--- src/rtl/satd_pkg.sv ---
// Shared widths and types for the SATD datapath.
package satd_pkg;

   localparam int unsigned PIX_W  = 8;
   localparam int unsigned DIFF_W = 9;
   localparam int unsigned LANES  = 8;

   typedef logic        [PIX_W-1:0]  pix_t;
   typedef logic signed [DIFF_W-1:0] diff_t;

endpackage

--- src/rtl/diff_lane.sv ---
// One residual lane: zero-extended 9-bit subtract followed by an enabled output register.
module diff_lane
   import satd_pkg::*;
(
   input  logic  clk,
   input  logic  rst,
   input  logic  ena,
   input  pix_t  org,
   input  pix_t  cur,
   output diff_t diff
);

   diff_t diff_d;
   diff_t diff_q;

   // Zero-extending both operands keeps the full -255..+255 range without overflow.
   always_comb begin
      diff_d = diff_t'({1'b0, org} - {1'b0, cur});
   end

   always_ff @(posedge clk) begin
      if (rst) begin
         diff_q <= '0;
      end else if (ena) begin
         diff_q <= diff_d;
      end
   end

   assign diff = diff_q;

endmodule

--- src/rtl/differences.sv ---
// First SATD stage: eight registered residuals ORG - CUR, one per byte lane.
module differences
   import satd_pkg::*;
(
   input  logic                   clk,
   input  logic                   rst,
   input  logic                   ena,
   input  logic [PIX_W*LANES-1:0] ORG,
   input  logic [PIX_W*LANES-1:0] CUR,
   output diff_t                  diff_0,
   output diff_t                  diff_1,
   output diff_t                  diff_2,
   output diff_t                  diff_3,
   output diff_t                  diff_4,
   output diff_t                  diff_5,
   output diff_t                  diff_6,
   output diff_t                  diff_7
);

   diff_t lane_diff [LANES];

   for (genvar i = 0; i < LANES; i++) begin : g_lane
      diff_lane u_diff_lane (
         .clk  (clk),
         .rst  (rst),
         .ena  (ena),
         .org  (ORG[PIX_W*i +: PIX_W]),
         .cur  (CUR[PIX_W*i +: PIX_W]),
         .diff (lane_diff[i])
      );
   end

   assign diff_0 = lane_diff[0];
   assign diff_1 = lane_diff[1];
   assign diff_2 = lane_diff[2];
   assign diff_3 = lane_diff[3];
   assign diff_4 = lane_diff[4];
   assign diff_5 = lane_diff[5];
   assign diff_6 = lane_diff[6];
   assign diff_7 = lane_diff[7];

endmodule

--- config.mk ---
export PLATFORM = sky130hd
export DESIGN_NAME = differences
export DESIGN_NICKNAME = d
export VERILOG_FILES = /design/src/rtl/satd_pkg.sv /design/src/rtl/diff_lane.sv /design/src/rtl/differences.sv
export SDC_FILE = /design/constraint.sdc
export NUM_CORES = 1
export LEC_CHECK = 0
export ABC_AREA = 1
export CORE_ASPECT_RATIO = 1.5
export CORE_MARGIN = 1
export CORE_UTILIZATION = 42
export DETAILED_ROUTE_END_ITERATION = 10
export PLACE_DENSITY = 0.77
export REMOVE_ABC_BUFFERS = 1
export SKIP_LAST_GASP = 1
export SLEW_MARGIN = 20
export SYNTH_ARGS = -nofsm -noshare
export SYNTH_HDL_FRONTEND = slang
export SYNTH_HIERARCHICAL = 1
export SYNTH_SLANG_ARGS = --single-unit
--- constraint.sdc ---
create_clock -name clk -period 1.6 [get_ports clk]
set_input_delay 0.32 -clock clk [delete_from_list [all_inputs] [get_ports clk]]
set_output_delay 0.32 -clock clk [all_outputs]
set_load 0.01 [all_outputs]
==> flow_metrics.env <==
export IMPL_dp_hpwl_mm=12.7
export IMPL_drive_above_1_share=0.147
export IMPL_crit_arrival_ns=1.24
export IMPL_crit_type="flop to output port"
export IMPL_area_growth_pct=58.2
export IMPL_slowest_delay_ns=0.55
export IMPL_overflow=0
export IMPL_io_pins=203
export IMPL_die_w_um=99.1
export IMPL_yosysTopAreaCellShare=0.242
export IMPL_firstDrtPassIters=4
export IMPL_antenna_found_initial=0
export IMPL_hold_viol=0
export IMPL_rrSetupSlack_ns=0.82
export IMPL_power_density_nw_per_um2=728
export IMPL_netlist_top_cells_area="dfxtp_1 (24%), inv_1 (14%), ha_1 (13%)"
export IMPL_postCtsHoldBufs=0
export IMPL_postSynthAreaPerCell_um2=6.34
export IMPL_synthCells=937
export IMPL_crit_buf_inv=1
export IMPL_rr_startpoint="g_lane[6].u_diff_lane/diff[0]$_SDFFE_PP0P_"
export IMPL_status="completed"
export IMPL_ant_nets=0
export IMPL_cts_sinks=72
export IMPL_min_from="ena"
export IMPL_grt_pass1_vias=6263
export IMPL_final_setup_skew_ns=0
export IMPL_drt_iter0_drc=117
export IMPL_rr_worst_depth=2
export IMPL_fin_nets=1411
export IMPL_core_area_um2=13700
export IMPL_rsz0062_at_grt="yes"
export IMPL_die_area_um2=14600
export IMPL_ys_async_sr_fraction=0
export IMPL_cp_top_family="buffers and inverters"
export IMPL_gp_congestion=0.877
export IMPL_maxSlewHeadroom=0.708
export IMPL_yosys_register_bits=72
export IMPL_rows=52
export IMPL_synth_edff_count=0
export IMPL_netlist_area_um2=5940
export IMPL_placedCellCount=1356
export IMPL_min_period_ns=1.56
export IMPL_worstReg2RegEnd="g_lane[6].u_diff_lane/diff[0]$_SDFFE_PP0P_"
export IMPL_grt_max_degree=42
export IMPL_ys_seq_area_frac=0.242
export IMPL_yosysWarnings=6
export IMPL_fin_crit_sh=0.977
export IMPL_synthDistinctLibCells=24
export IMPL_hold_path_class="input port to flop"
export IMPL_grt_usage=0.217
export IMPL_grt_pass1_wl_mm=25.8
export IMPL_final_common_cell="nand2_1"
export IMPL_die_y_um=148
export IMPL_initial_core_util=0.435
export IMPL_vias=6521
export IMPL_cp_num_cells=1
export IMPL_crit_slowest_cell="clkdlybuf4s50_1"
export IMPL_cellLeakagePower_uw=0.00506
export IMPL_cts_buffers=9
export IMPL_tightest_slew_ns=0.439
export IMPL_timing_final_ws_setup_ns=0.0360
export IMPL_drv_slew=0
export IMPL_path_max_fanout=2
export IMPL_crit_required_ns=1.28
export IMPL_antennaDiodeCount=0
export IMPL_ir_drop_mv=0.473
export IMPL_clkSlewWorstSetupHoldPaths_ns=0.06
export IMPL_hold_depth=2
export IMPL_cts_tree="built"
export IMPL_layout_common_cells="nand2_1 (206), inv_1 (205), clkdlybuf4s50_1 (177), nor2_1 (134), buf_4 (73)"
export IMPL_largest_reg_flops=72
export IMPL_io_buffers=202
export IMPL_worst_setup_path_start_kind="flop"
export IMPL_pre_cts_ws_ns=-0.531
export IMPL_whs_endpoint="g_lane[7].u_diff_lane/diff[1]$_SDFFE_PP0P_"
export IMPL_drc_errors=0
export IMPL_worstSetupEndpointType="output port"
export IMPL_drv_cap=0
export IMPL_htreeDepth=3
export IMPL_stdcell_count=1375
export IMPL_wl_per_cell_um=11.8
export IMPL_setup_viol=0
export IMPL_wl_mm=16.2
export IMPL_cts_root_buffer="clkbuf_16"
export IMPL_synth_top_cell_by_area="dfxtp_1"
export IMPL_synth_top_flop_cell="dfxtp_1"
export IMPL_worstSkewPairLatency_ns=0.33
export IMPL_max_clock_freq_ghz=0.639
export IMPL_cts_path_max_buffers=2
export IMPL_cp_cell_sequence="clkdlybuf4s50_1"
export IMPL_routed_via_density=4.74
==> final cells by class <==
type	count	area [µm²]
Sequential cell	72	1440
Clock buffer	11	243
Tap cell	162	203
Multi-Input combinational cell	631	3940
Timing Repair Buffer	279	2690
Fill cell	1144	4260
Inverter	215	807
Clock inverter	5	80.1
==> synth_stat cells, types with 7 or more instances <==
| cell | number |
|---|---|
| a21oi_1 | 39 |
| nand3_1 | 78 |
| or2_4 | 7 |
| o21a_1 | 8 |
| a211oi_1 | 12 |
| o21ai_1 | 7 |
| nand3b_1 | 7 |
| fa_1 | 8 |
| nand4_1 | 8 |
| dfxtp_1 | 72 |
| ha_1 | 64 |
| nor2_1 | 135 |
| o21ai_0 | 18 |
| xnor2_1 | 20 |
| inv_1 | 215 |
| nand2_1 | 213 |
==> through the flow <==
step           TNS [ns]  cell area [µm²]  total power (µW)  utilization  hold slack (ns)
2_1_floorplan         0             5770              3300            -            0.389
3_3_place_gp     -18.97             8610              4480        0.630            0.451
3_5_place_dp     -20.87             8610              4520        0.630            0.459
4_1_cts               0             9050              6800        0.662            0.289
5_1_grt          -0.122             9400              7300        0.688            0.307
6_report              0             9400              6850        0.688            0.302
==> metal layers <==
| metal | up-vias | track usage | wire length [µm] |
|---|---|---|---|
| met1 | 2904 | 0.209 | 6150 |
| met3 | 38 | 0.0378 | 841 |
| met5 | - | 0 | 0 |
| li1 | 3412 | - | - |
| met4 | 0 | 0.117 | 607 |
| met2 | 167 | 0.428 | 8610 |
==> cells by family after synthesis <==
logic type	count (synthesis)	synth area share
simple gates	449	0.314
fa+ha+maj	72	0.162
buf+inv	234	0.165
compound gates	86	0.0817
flops	72	0.242
xor+xnor	24	0.0354
==> worst max-delay path by stage <==
stage	from	endpoint	slack, ns
2_1_floorplan	ORG[24]	g_lane[3].u_diff_lane/diff[4]$_SDFFE_PP0P_	0.08
6_report	g_lane[6].u_diff_lane/diff[0]$_SDFFE_PP0P_	diff_6[0]	0.04
4_1_cts	ORG[40]	g_lane[5].u_diff_lane/diff[4]$_SDFFE_PP0P_	0.007
3_3_place_gp	ORG[48]	g_lane[6].u_diff_lane/diff[4]$_SDFFE_PP0P_	-0.51
5_1_grt	CUR[28]	g_lane[3].u_diff_lane/diff[7]$_SDFFE_PP0P_	-0.03
3_5_place_dp	ORG[48]	g_lane[6].u_diff_lane/diff[4]$_SDFFE_PP0P_	-0.53
==> power breakdown <==
| part | switching (µW) | internal, µW |
|---|---|---|
| combinational | 1190 | 1410 |
| sequential | 88.0 | 1960 |
| clock | 783 | 1410 |
| total | 2060 | 4780 |
==> timing repair <==
item | 4_1_cts | 5_1_grt
setup endpoints to repair | 28 | 44
buffers inserted | 2 | 1
gates resized for setup | 45 | 65
pin swaps | 12 | 18
Power figures use the tool's default switching activity.
